`config.mk`:
```
export PLATFORM = sky130hd
export DESIGN_NAME = inst_mem_loader
export DESIGN_NICKNAME = d
export VERILOG_FILES = /design/src/rtl/inst_fmt_pkg.sv /design/src/rtl/inst_packer.sv /design/src/rtl/inst_mem_loader.sv
export SDC_FILE = /design/constraint.sdc
export NUM_CORES = 1
export LEC_CHECK = 0
export ABC_AREA = 1
export CORE_AREA = 2 2 116 118
export CTS_BUF_LIST = sky130_fd_sc_hd__clkbuf_8
export DETAILED_ROUTE_END_ITERATION = 8
export DIE_AREA = 0 0 118 120
export PLACE_DENSITY = 0.93
export SETUP_SLACK_MARGIN = 0.15
export SLEW_MARGIN = 20
export SYNTH_ARGS = -nofsm -noshare
export SYNTH_HDL_FRONTEND = slang
export SYNTH_SLANG_ARGS = --single-unit
```
`constraint.sdc`:
```
create_clock -name clk -period 3.8 [get_ports clk]
set_clock_uncertainty 0.15 [all_clocks]
set_input_delay 1.14 -clock clk [delete_from_list [all_inputs] [get_ports clk]]
set_output_delay 1.14 -clock clk [all_outputs]
set_load 0.03 [all_outputs]
```
`src/rtl/inst_fmt_pkg.sv`:
```
// Instruction word format shared by the loader and the fetch/decode stage:
// field widths, bit positions and the loader state encoding.
package inst_fmt_pkg;

    localparam int OPC_W = 5;
    localparam int DST_W = 4;
    localparam int SRC_W = 4;
    localparam int IMM_W = 8;
    localparam int IW    = OPC_W + DST_W + 2 * SRC_W + IMM_W;

    localparam int OPC_MSB = 24;
    localparam int OPC_LSB = 20;
    localparam int DST_MSB = 19;
    localparam int DST_LSB = 16;
    localparam int S1_MSB  = 15;
    localparam int S1_LSB  = 12;
    localparam int S2_MSB  = 11;
    localparam int S2_LSB  = 8;
    localparam int IMM_MSB = 7;
    localparam int IMM_LSB = 0;

    typedef enum logic [2:0] {
        IDLE   = 3'd0,
        LOAD   = 3'd1,
        VERIFY = 3'd2,
        DONE   = 3'd3,
        ERROR  = 3'd4
    } ld_state_t;

    typedef struct packed {
        logic [OPC_W-1:0] opcode;
        logic [DST_W-1:0] destin;
        logic [SRC_W-1:0] source1;
        logic [SRC_W-1:0] source2;
        logic [IMM_W-1:0] imm;
    } inst_fields_t;

    // Decode helper for the fetch side; the struct layout equals the word layout.
    function automatic inst_fields_t unpack_word(input logic [IW-1:0] word);
        return inst_fields_t'(word);
    endfunction

endpackage

```
`src/rtl/inst_packer.sv`:
```
// Purely combinational concatenation of decoded instruction fields into one
// 25-bit instruction word.
module inst_packer
    import inst_fmt_pkg::*;
(
    input  logic [OPC_W-1:0] opcode,
    input  logic [DST_W-1:0] Destin,
    input  logic [SRC_W-1:0] Source1,
    input  logic [SRC_W-1:0] Source2,
    input  logic [IMM_W-1:0] Imm,
    output logic [IW-1:0]    word
);

    assign word[OPC_MSB:OPC_LSB] = opcode;
    assign word[DST_MSB:DST_LSB] = Destin;
    assign word[S1_MSB:S1_LSB]   = Source1;
    assign word[S2_MSB:S2_LSB]   = Source2;
    assign word[IMM_MSB:IMM_LSB] = Imm;

endmodule

```
`src/rtl/inst_mem_loader.sv`:
```
// Instruction-RAM write loader: streams packed words to consecutive addresses,
// then reads the range back and compares XOR checksums.
module inst_mem_loader #(
    parameter int AW        = 8,
    parameter int IW        = 25,
    parameter int MAX_WORDS = 2 ** AW
) (
    input  logic                            clk,
    input  logic                            Reset,
    input  logic                            start,
    input  logic [AW-1:0]                   base_addr,
    input  logic                            in_valid,
    output logic                            in_ready,
    input  logic [inst_fmt_pkg::OPC_W-1:0]  opcode,
    input  logic [inst_fmt_pkg::DST_W-1:0]  Destin,
    input  logic [inst_fmt_pkg::SRC_W-1:0]  Source1,
    input  logic [inst_fmt_pkg::SRC_W-1:0]  Source2,
    input  logic [inst_fmt_pkg::IMM_W-1:0]  Imm,
    input  logic                            in_last,
    output logic                            mem_we,
    output logic                            mem_re,
    output logic [AW-1:0]                   mem_addr,
    output logic [IW-1:0]                   mem_wdata,
    input  logic [IW-1:0]                   mem_rdata,
    output logic                            busy,
    output logic                            done,
    output logic                            error,
    output logic                            overflow,
    output logic [AW:0]                     word_count
);

    import inst_fmt_pkg::ld_state_t;
    import inst_fmt_pkg::IDLE;
    import inst_fmt_pkg::LOAD;
    import inst_fmt_pkg::VERIFY;
    import inst_fmt_pkg::DONE;
    import inst_fmt_pkg::ERROR;

    localparam logic [AW:0] LAST_IDX = (AW + 1)'(MAX_WORDS - 1);
    localparam logic [AW:0] ONE      = (AW + 1)'(1);

    ld_state_t     state_reg;
    logic [AW-1:0] base_reg;
    logic [AW:0]   word_count_reg;
    logic [AW:0]   rd_cnt_reg;
    logic [AW:0]   fold_cnt_reg;
    logic [IW-1:0] wr_sum_reg;
    logic [IW-1:0] rd_sum_reg;
    logic          in_ready_reg;
    logic          mem_we_reg;
    logic          mem_re_reg;
    logic [AW-1:0] mem_addr_reg;
    logic [IW-1:0] mem_wdata_reg;
    logic          rd_valid_reg;
    logic          end_pending_reg;
    logic          done_reg;
    logic          error_reg;
    logic          overflow_reg;

    logic [IW-1:0] packed_word;
    logic          beat;
    logic [IW-1:0] rd_sum_next;

    inst_packer u_packer (
        .opcode  (opcode),
        .Destin  (Destin),
        .Source1 (Source1),
        .Source2 (Source2),
        .Imm     (Imm),
        .word    (packed_word)
    );

    assign beat        = in_valid & in_ready_reg;
    assign rd_sum_next = rd_sum_reg ^ mem_rdata;

    always_ff @(posedge clk or negedge Reset) begin
        if (!Reset) begin
            state_reg       <= IDLE;
            base_reg        <= '0;
            word_count_reg  <= '0;
            rd_cnt_reg      <= '0;
            fold_cnt_reg    <= '0;
            wr_sum_reg      <= '0;
            rd_sum_reg      <= '0;
            in_ready_reg    <= 1'b0;
            mem_we_reg      <= 1'b0;
            mem_re_reg      <= 1'b0;
            mem_addr_reg    <= '0;
            mem_wdata_reg   <= '0;
            rd_valid_reg    <= 1'b0;
            end_pending_reg <= 1'b0;
            done_reg        <= 1'b0;
            error_reg       <= 1'b0;
            overflow_reg    <= 1'b0;
        end else begin
            case (state_reg)
                LOAD: begin
                    if (end_pending_reg) begin
                        // The final write is on the bus this cycle; reads start next cycle.
                        end_pending_reg <= 1'b0;
                        mem_we_reg      <= 1'b0;
                        mem_re_reg      <= 1'b1;
                        mem_addr_reg    <= base_reg;
                        rd_cnt_reg      <= ONE;
                        fold_cnt_reg    <= '0;
                        rd_valid_reg    <= 1'b0;
                        state_reg       <= VERIFY;
                    end else if (beat) begin
                        mem_we_reg     <= 1'b1;
                        mem_addr_reg   <= base_reg + word_count_reg[AW-1:0];
                        mem_wdata_reg  <= packed_word;
                        word_count_reg <= word_count_reg + ONE;
                        wr_sum_reg     <= wr_sum_reg ^ packed_word;
                        if (in_last || word_count_reg == LAST_IDX) begin
                            in_ready_reg    <= 1'b0;
                            end_pending_reg <= 1'b1;
                            if (!in_last) begin
                                overflow_reg <= 1'b1;
                            end
                        end
                    end else begin
                        mem_we_reg <= 1'b0;
                    end
                end

                VERIFY: begin
                    rd_valid_reg <= mem_re_reg;
                    if (mem_re_reg) begin
                        if (rd_cnt_reg == word_count_reg) begin
                            mem_re_reg <= 1'b0;
                        end else begin
                            mem_addr_reg <= base_reg + rd_cnt_reg[AW-1:0];
                            rd_cnt_reg   <= rd_cnt_reg + ONE;
                        end
                    end
                    // Read data arrives one cycle after each strobe; compare on the last fold.
                    if (rd_valid_reg) begin
                        rd_sum_reg   <= rd_sum_next;
                        fold_cnt_reg <= fold_cnt_reg + ONE;
                        if (fold_cnt_reg == word_count_reg - ONE) begin
                            if (rd_sum_next == wr_sum_reg && !overflow_reg) begin
                                done_reg  <= 1'b1;
                                state_reg <= DONE;
                            end else begin
                                error_reg <= 1'b1;
                                state_reg <= ERROR;
                            end
                        end
                    end
                end

                default: begin
                    mem_we_reg   <= 1'b0;
                    mem_re_reg   <= 1'b0;
                    rd_valid_reg <= 1'b0;
                    if (start) begin
                        base_reg        <= base_addr;
                        word_count_reg  <= '0;
                        rd_cnt_reg      <= '0;
                        fold_cnt_reg    <= '0;
                        wr_sum_reg      <= '0;
                        rd_sum_reg      <= '0;
                        done_reg        <= 1'b0;
                        error_reg       <= 1'b0;
                        overflow_reg    <= 1'b0;
                        end_pending_reg <= 1'b0;
                        in_ready_reg    <= 1'b1;
                        state_reg       <= LOAD;
                    end
                end
            endcase
        end
    end

    assign in_ready   = in_ready_reg;
    assign mem_we     = mem_we_reg;
    assign mem_re     = mem_re_reg;
    assign mem_addr   = mem_addr_reg;
    assign mem_wdata  = mem_wdata_reg;
    assign busy       = (state_reg == LOAD) || (state_reg == VERIFY);
    assign done       = done_reg;
    assign error      = error_reg;
    assign overflow   = overflow_reg;
    assign word_count = word_count_reg;

endmodule

```
**Word-level counts from Yosys, hierarchy flattened**

Cells that the tools add are included.

- Mux-type cells: 60
- Bitwise gates (word level): 7
- $add $sub $neg: 6
- Equal/unequal tests: 18
- Reduce and logical (&&, ||, !) cells: 22

Operator list:

| cell | number |
|---|---|
| $mux W25 | 4 |
| $pmux W25 S2 | 2 |
| $mux W9 | 8 |
| $pmux W9 S2 | 3 |
| $xor A25 B25 Y25 | 2 |
| $mux W8 | 4 |
| $add A9 B1 Y9 const B | 3 |
| $eq A25 B25 Y1 | 1 |
| $mux W1 | 24 |
| $ne A2 B2 Y1 const B | 11 |
| $eq A9 B9 Y1 | 2 |
| $add A8 B8 Y8 | 2 |
| $pmux W1 S2 | 8 |
| $pmux W8 S2 | 1 |
| $reduce_and A4 Y1 | 4 |
| $mux W3 | 5 |
| $reduce_and A5 Y1 | 3 |
| $eq A9 B8 Y1 const B | 1 |
| $reduce_and A3 Y1 | 3 |
| $sub A9 B1 Y9 const B | 1 |
| $pmux W3 S2 | 1 |
| $reduce_and A6 Y1 | 1 |
| $reduce_bool A2 Y1 | 3 |
| $not A1 Y1 | 4 |
| 10 further kinds | 12 |

- Output and inout bits: 49
- Input port bits: 63
- Register bits after elaboration: 129

**Longest topological paths before layout**

Gate-level depths: netlist of run 1.

- Depth after elaboration: 7
- Mapped depth: 16
- Mapped depth without buffers: 15

**Cells and area by module**

From an unflattened synthesis of run 1, not the netlist that was laid out.

- Cells, all modules: 1082
- Area total of the unflattened synthesis: 7775.0 um^2

Modules (own cells, without submodules):

| module | sequential area each (um^2) | cells an instance | area each (um^2) | times used |
|---|---|---|---|---|
| inst_mem_loader | 3228.1 | 1057 | 7587.3 | 1 |
| inst_packer | 0.0 | 25 | 187.7 | 1 |

**Least setup slack after synthesis of run 1**

Ideal clock, no wire load.

- Path type: input to register
- Start: input port mem_rdata[16]
- End: register done_reg (netlist: done)
- Cell stages on the path: 11
- Path slack: 1.347 ns
- Arrival: 2.185 ns
- Buffers on the path: 0
- Required time: 3.532 ns
- Cells stage by stage: or2_2 -> nand2_1 -> nand2_1 -> a21oi_1 -> nand2_1 -> nor2_1 -> nand3_1 -> nand2_1 -> nand3_1 -> nand2_1 -> nand2_1

- Longest elaborated chain between the ends: 5

RTL lines:

| what | RTL line | RTL |
|---|---|---|
| from (decl) | inst_mem_loader.sv:24 | `input logic [IW-1:0] mem_rdata,` |
| $xor A25 B25 Y25 | inst_mem_loader.sv:74 | `assign rd_sum_next = rd_sum_reg ^ mem_rdata;` |
| $eq A25 B25 Y1 | inst_mem_loader.sv:141 | `if (rd_sum_next == wr_sum_reg && !overflow_reg) begin` |
| $logic_and A1 B1 Y1 | inst_mem_loader.sv:141 |  |
| $ne A2 B2 Y1 (no source line) | n/a |  |
| $reduce_and A5 Y1 (no source line) | n/a |  |
| to (signal assigned) | inst_mem_loader.sv:92 | `done_reg <= 1'b0;` |
| to (signal assigned) | inst_mem_loader.sv:142 | `done_reg <= 1'b1;` |
| to (signal assigned) | inst_mem_loader.sv:163 | `done_reg <= 1'b0;` |
| to (decl) | inst_mem_loader.sv:56 | `logic done_reg;` |

Every way passes these cells.
A chain may end at the register's enable or synchronous reset.

**Worst setup path after layout of run 1**

- Start: register state_reg[0]
- End: output port busy

- Longest elaborated chain between the ends: 2
- Elaborated cells on any way between the ends: 3

RTL lines:

| what | RTL line | RTL |
|---|---|---|
| from (decl) | inst_mem_loader.sv:42 | `ld_state_t state_reg;` |
| from (signal assigned) | inst_mem_loader.sv:78 | `state_reg <= IDLE;` |
| from (signal assigned) | inst_mem_loader.sv:107 | `state_reg <= VERIFY;` |
| from (signal assigned) | inst_mem_loader.sv:143 | `state_reg <= DONE;` |
| $eq A3 B1 Y1 / $eq A3 B2 Y1 (equally long branches) | inst_mem_loader.sv:180 | `assign busy = (state_reg == LOAD) \|\| (state_reg == VERIFY);` |
| $logic_or A1 B1 Y1 * | inst_mem_loader.sv:180 |  |
| to (decl) | inst_mem_loader.sv:25 | `output logic busy,` |

Mark *: on every way between the ends. The rest lies on a longest branch, timed or not.

==> results of run 1 <==
## power groups by stage
stage | clock [mW] | combinational (mW) | sequential, mW
6_report | 1.15 | 0.150 | 1.37
5_1_grt | 1.22 | 0.166 | 1.37
4_1_cts | 1.15 | 0.151 | 1.37
3_5_place_dp | 0 | 0.150 | 1.40
3_3_place_gp | 0 | 0.146 | 1.40
2_1_floorplan | 0 | 0.0379 | 1.40
## synthesized netlist by cell type (all sizes together)
library cell  count
nor3              8
buf              16
a21oi            50
nand2           372
fa                2
o31ai             3
a21o              1
dfrtp           129
a21boi            1
a31o              1
nand3b            2
o22ai             5
or2               2
o211ai            3
nor4              5
ha               19
a31oi             1
o21a              1
and2              1
xnor2             5
nor2             59
o21ai            89
xor2             23
nor3b             3
nand3            77
clkbuf           10
nand4            21
inv             147
## final cells by class
type,instances,area [µm²]
multi-input combinational,754,3779
timing repair buffer,118,1186
sequential,129,3228
clock buffer,18,247.7
inverter,147,551.8
tap,176,220.2
clock inverter,14,126.4
fill,1029,3641
## per-layer routing
layer	track usage, %	wire length [µm]
met4	11.22	495
met5	0	0
met1	35.15	8103
met3	7.319	1425
met2	51.09	10100
## logic make-up after synthesis
logic type                 count (synthesis)  synth area share (%)
DFF                                      129                 41.96
xor gates and xnor gates                  28                 3.188
and+or+nand+nor                          550                 31.41
adders and majority gates                 21                 3.611
AOI/OAI and AO/OA                        155                 10.91
buffers and inverters                    173                 8.913
## cell usage in the layout, fill, tap and decap left out, types with 21 or more instances in the layout
cell / netlist / final
dfrtp_1: 129 / 129
nand4_1: 21 / 21
xor2_1: 23 / 23
o21ai_0: 68 / 68
clkdlybuf4s50_1: 0 / 110
nand2_1: 361 / 361
a21oi_1: 50 / 50
nand3_1: 71 / 71
nor2_1: 50 / 50
inv_1: 137 / 142
## worst paths after layout
path                                                start                         end  slack, ns  cells after the start
worst min-delay path              mem_addr[2]$_DFFE_PN0P_     mem_addr[2]$_DFFE_PN0P_       0.33                      2
min in group asynchronous                           Reset  wr_sum_reg[22]$_DFFE_PN0P_       0.57                      1
worst max-delay path             state_reg[0]$_DFFE_PN0P_                        busy       0.33                      4
worst max register to register  word_count[0]$_DFFE_PN0P_    state_reg[1]$_DFFE_PN0P_       1.16                     13
max in group asynchronous                           Reset     mem_addr[0]$_DFFE_PN0P_       2.26                      2
worst min register to register    mem_addr[2]$_DFFE_PN0P_     mem_addr[2]$_DFFE_PN0P_       0.33                      2
## critical path, delay by kind of cell, from the launching register on
family                 cells  cell delay [ns]
and+or+nand+nor            2             0.49
buffers and inverters      2             0.78
DFF                        1             0.44
==> impl_metrics.toml, run 1 <==
[synthesis]
synth_top_area_share_pct = 41.96
synth.distinct_cells = 42
synth.net_count = 1140
synth_cells = 1056
syn_area_um2 = 7692
yosysWarningCount = 0
avgSynthCellArea_um2 = 7.284
yosys.area.top_type = "dfrtp_1"
synth-seq-cells = 129
seq_area_frac_synth_pct = 41.96
ys_top_cells_by_area = "dfrtp_1 42%, nand2_1 18%, inv_1 6.7%, nand3_1 4.6%, o21ai_0 4.4%"

[floorplan]
die_w_um = 118
placementRows = 42
die_h_um = 120
coreArea_um2 = 12980
die-area_um2 = 14160
start_util_pct = 59.26
io_pins = 112

[worst_setup_path]
cp_max_fo = 28
critPathRequiredTime_ns = 2.51
slowest_stage = "clkdlybuf4s50_1"
critPathArrivalTime_ns = 2.18
path_class = "reg2out"
critical_path.max_stage_delay_ns = 0.69
crit_chain = "inv_2 > nand3_4 > nand2_4 > clkdlybuf4s50_1"
critPathCaptureType = "primary output"
start_kind = "flop"

[final_layout]
stdcell_area_um2 = 9339
drive_above_1_share_pct = 7.119
final_nets = 1251
diodes = 0
final_core_util_pct = 71.95
area_growth_pct = 21.41
instances_no_fill = 1356

[sta]
slew_violations = 0
fmax_mhz = 288.3
setup_viol = 0
slew_headroom_pct = 56.26
final.setup.tns_ns = 0
layout_setup_ws_ns = 0.3315
tightest_slew_ns = 0.6562
final-hold-violation-count = 0
period_share_pct = 91.28
min_period_ns = 3.469
holdWs_ns = 0.3275
rsz0062_at_grt = "false"

[flow_run]
drv_cap = 0

[clock_tree]
postCtsSetupRepairBufs = 0
cts_root_buf = "clkbuf_8"
cts-buffers-inserted = 17
clock_path_buffers = 2
cts-resized-gates = 0
htree_levels = 4
cts_tree = "done"
cts-hold-fix-buffers = 0
clk_pin_slew_ns = 0.08
clock-sinks = 129
clk_latency_ns = 0.46

[global_route]
grt_pass1_wl_um = 33360
grt_pass1_vias = 7234
antenna_found_initial = 0
grt_start_max_net_pins = 48
grt_overflow = 0
grt_usage_pct = 29.35

[place]
globalplace.congestion = 0.9041
port_buffers = 111
placed_cell_area_um2 = 8965
dpl.hpwl_um = 14160
pre_cts_ws_ns = 0.5559
dpl.cell_count = 1324

[status]
status = "finished clean"

[route]
drt-total-wl_um = 20120
first_iter_violations = 706
ant_nets = 0
dr.pass1.iters = 5
wl_per_cell_um = 14.84
drc = 0
vias = 7414
via_per_inst = 5.468

[pwr]
p_per_area_nw_per_um2 = 285.7
total_power_mw = 2.668
peakVddDrop_uv = 261.3
p_int_mw = 2.033
switchingPower_mw = 0.6347
power.share.clock_pct = 43.0
seqPwrFrac_pct = 51.4
p_comb_share_pct = 5.6
leakagePower_nw = 4.967
switching_share_pct = 23.79

[hold_path]
hold_path_class = "reg2reg"
No activity file was read; power rests on OpenSTA's default activity.
==> inputs of run 2 (changes only) <==
==> constraint.sdc (replaced) <==
create_clock -name clk -period 3.8 [get_ports clk]
set_clock_uncertainty 0.15 [all_clocks]
set_input_delay 1.14 -clock clk [delete_from_list [all_inputs] [get_ports clk]]
set_output_delay 1.14 -clock clk [all_outputs]
set_load 0.01 [all_outputs]
==> results of run 2 <==
Same layout as run 1 (identical final DEF). Status: finished clean.
Main changes from that run: setup slack after layout 0.3315 ns -> 0.4659 ns
==> inputs of run 3 (changes only) <==
--- a/config.mk
+++ b/config.mk
@@ -10,6 +10,7 @@
 export CTS_BUF_LIST = sky130_fd_sc_hd__clkbuf_8
 export DETAILED_ROUTE_END_ITERATION = 8
 export DIE_AREA = 0 0 118 120
+export MAX_ROUTING_LAYER = met4
 export PLACE_DENSITY = 0.93
 export SETUP_SLACK_MARGIN = 0.15
 export SLEW_MARGIN = 20
==> impl_metrics.toml, run 3 (same netlist as run 1, synthesis figures left out) <==
[clock_tree]
clk_latency_ns = 0.46
postCtsSetupRepairBufs = 0
cts_tree = "done"
clock-sinks = 129
clk_pin_slew_ns = 0.08
cts-resized-gates = 0
htree_levels = 4
cts_root_buf = "clkbuf_8"
cts-buffers-inserted = 17
cts-hold-fix-buffers = 0
clock_path_buffers = 2

[global_route]
grt_overflow = 0
antenna_found_initial = 0
grt_pass1_vias = 7274
grt_start_max_net_pins = 49
grt_usage_pct = 30.32
grt_pass1_wl_um = 33400

[route]
drt-total-wl_um = 20110
first_iter_violations = 474
wl_per_cell_um = 14.80
dr.pass1.iters = 5
ant_nets = 0
vias = 7466
via_per_inst = 5.498
drc = 0

[place]
dpl.hpwl_um = 14240
placed_cell_area_um2 = 8967
port_buffers = 111
globalplace.congestion = 0.9177

[worst_setup_path]
cp-endpoint = "busy"
rrSetupSlack_ns = 1.11
crit_chain = "inv_2 > nand3_4 > nand2_4 > clkdlybuf4s50_1"
crit_start = "state_reg[0]$_DFFE_PN0P_"
r2r_end = "state_reg[1]$_DFFE_PN0P_"
rr_worst_depth = 13
rr_startpoint = "word_count[0]$_DFFE_PN0P_"
critPathArrivalTime_ns = 2.06
start_kind = "flop"
cp_max_fo = 28
critPathCaptureType = "primary output"
path_class = "reg2out"
critPathRequiredTime_ns = 2.51
critical_path.max_stage_delay_ns = 0.56
slowest_stage = "clkdlybuf4s50_1"

[sta]
final.setup.tns_ns = 0
fmax_mhz = 298.5
period_share_pct = 88.15
holdWs_ns = 0.3271
rsz0062_at_grt = "false"
final-hold-violation-count = 0
min_period_ns = 3.350
tightest_slew_ns = 0.6403
slew_headroom_pct = 57.32
setup_viol = 0
slew_violations = 0

[floorplan]
die_h_um = 120
die-area_um2 = 14160
die_w_um = 118
start_util_pct = 59.26
coreArea_um2 = 12980
placementRows = 42
io_pins = 112

[final_layout]
fillers = 1000
diodes = 0
stdcell_area_um2 = 9404
drive_above_1_share_pct = 7.614
area_growth_pct = 22.25
layout_common_cells = "361 x nand2_1, 138 x inv_1, 129 x dfrtp_1"
final_common_cell = "nand2_1"
final_nets = 1253

[pwr]
p_int_mw = 2.175
peakVddDrop_uv = 220.3
switching_share_pct = 23.13
power.share.clock_pct = 46.3
p_per_area_nw_per_um2 = 300.9
seqPwrFrac_pct = 48.5
p_comb_share_pct = 5.3
leakagePower_nw = 4.975
switchingPower_mw = 0.6544

[status]
status = "finished clean"

[hold_path]
hold_path_class = "reg2reg"

[flow_run]
drv_cap = 0
-- run 3: changes by cell type in the layout (fill, tap and decap cells not counted), sizes merged --
cell and change:
inv -4, clkinv -1, bufinv +2, clkinvlp +3
buf +2
-- run 3: per-stage QoR --
step / utilization (%) / setup WS [ns] / std cells / power, mW
floorplan: - / 1.352 / 1056 / 1.437
finish: 72.45 / 0.4501 / 1358 / 2.830
detailed placement: 69.09 / 0.5890 / 1326 / 1.548
global placement: 69.09 / 0.7028 / 1326 / 1.545
CTS: 72.45 / 0.4507 / 1358 / 2.837
global route: 72.45 / 0.3722 / 1358 / 2.923
-- run 3: worst min path at each step --
stage,start,end,depth (start not counted)
after global placement,error$_DFFE_PN0P_,error$_DFFE_PN0P_,2
after detailed placement,done$_DFFE_PN0P_,done$_DFFE_PN0P_,2
after CTS,done$_DFFE_PN0P_,done$_DFFE_PN0P_,2
after global routing,mem_wdata[19]$_DFFE_PN0P_,mem_wdata[19]$_DFFE_PN0P_,2
after floorplan,state_reg[2]$_DFFE_PN0P_,state_reg[2]$_DFFE_PN0P_,2
final,done$_DFFE_PN0P_,done$_DFFE_PN0P_,2
-- run 3: layout make-up --
class | count | area, µm² | area share (%)
clock buffers | 18 | 247.7 | 2.634
clock inverters | 14 | 188.9 | 2.009
inverters | 147 | 551.8 | 5.867
multi-input cells | 754 | 3779 | 40.18
flip-flops and latches | 129 | 3228 | 34.33
well taps | 176 | 220.2 | 2.342
repair buffers | 120 | 1189 | 12.64
-- run 3: power by group through the flow --
stage / registers [mW] / logic, mW / clock network (mW)
after CTS: 1.37 / 0.150 / 1.31
after floorplan: 1.40 / 0.0379 / 0
after detailed placement: 1.40 / 0.149 / 0
after global routing: 1.37 / 0.166 / 1.39
final: 1.37 / 0.149 / 1.31
after global placement: 1.40 / 0.146 / 0
-- run 3: critical path: cells and delay by family, from the launching register on --
| family | cells | cell delay (ns) |
|---|---|---|
| buffers and inverters | 2 | 0.65 |
| flip-flops | 1 | 0.43 |
| AND/OR/NAND/NOR | 2 | 0.52 |
-- run 3: routing by layer --
metal | track usage [%] | up-vias | part of all wire [%]
met4 | 12.65 | 0 | 2.6
met3 | 6.416 | 48 | 7.5
met5 | - | - | 0
li1 | - | 3610 | -
met1 | 35.39 | 3505 | 40
met2 | 51.24 | 303 | 49
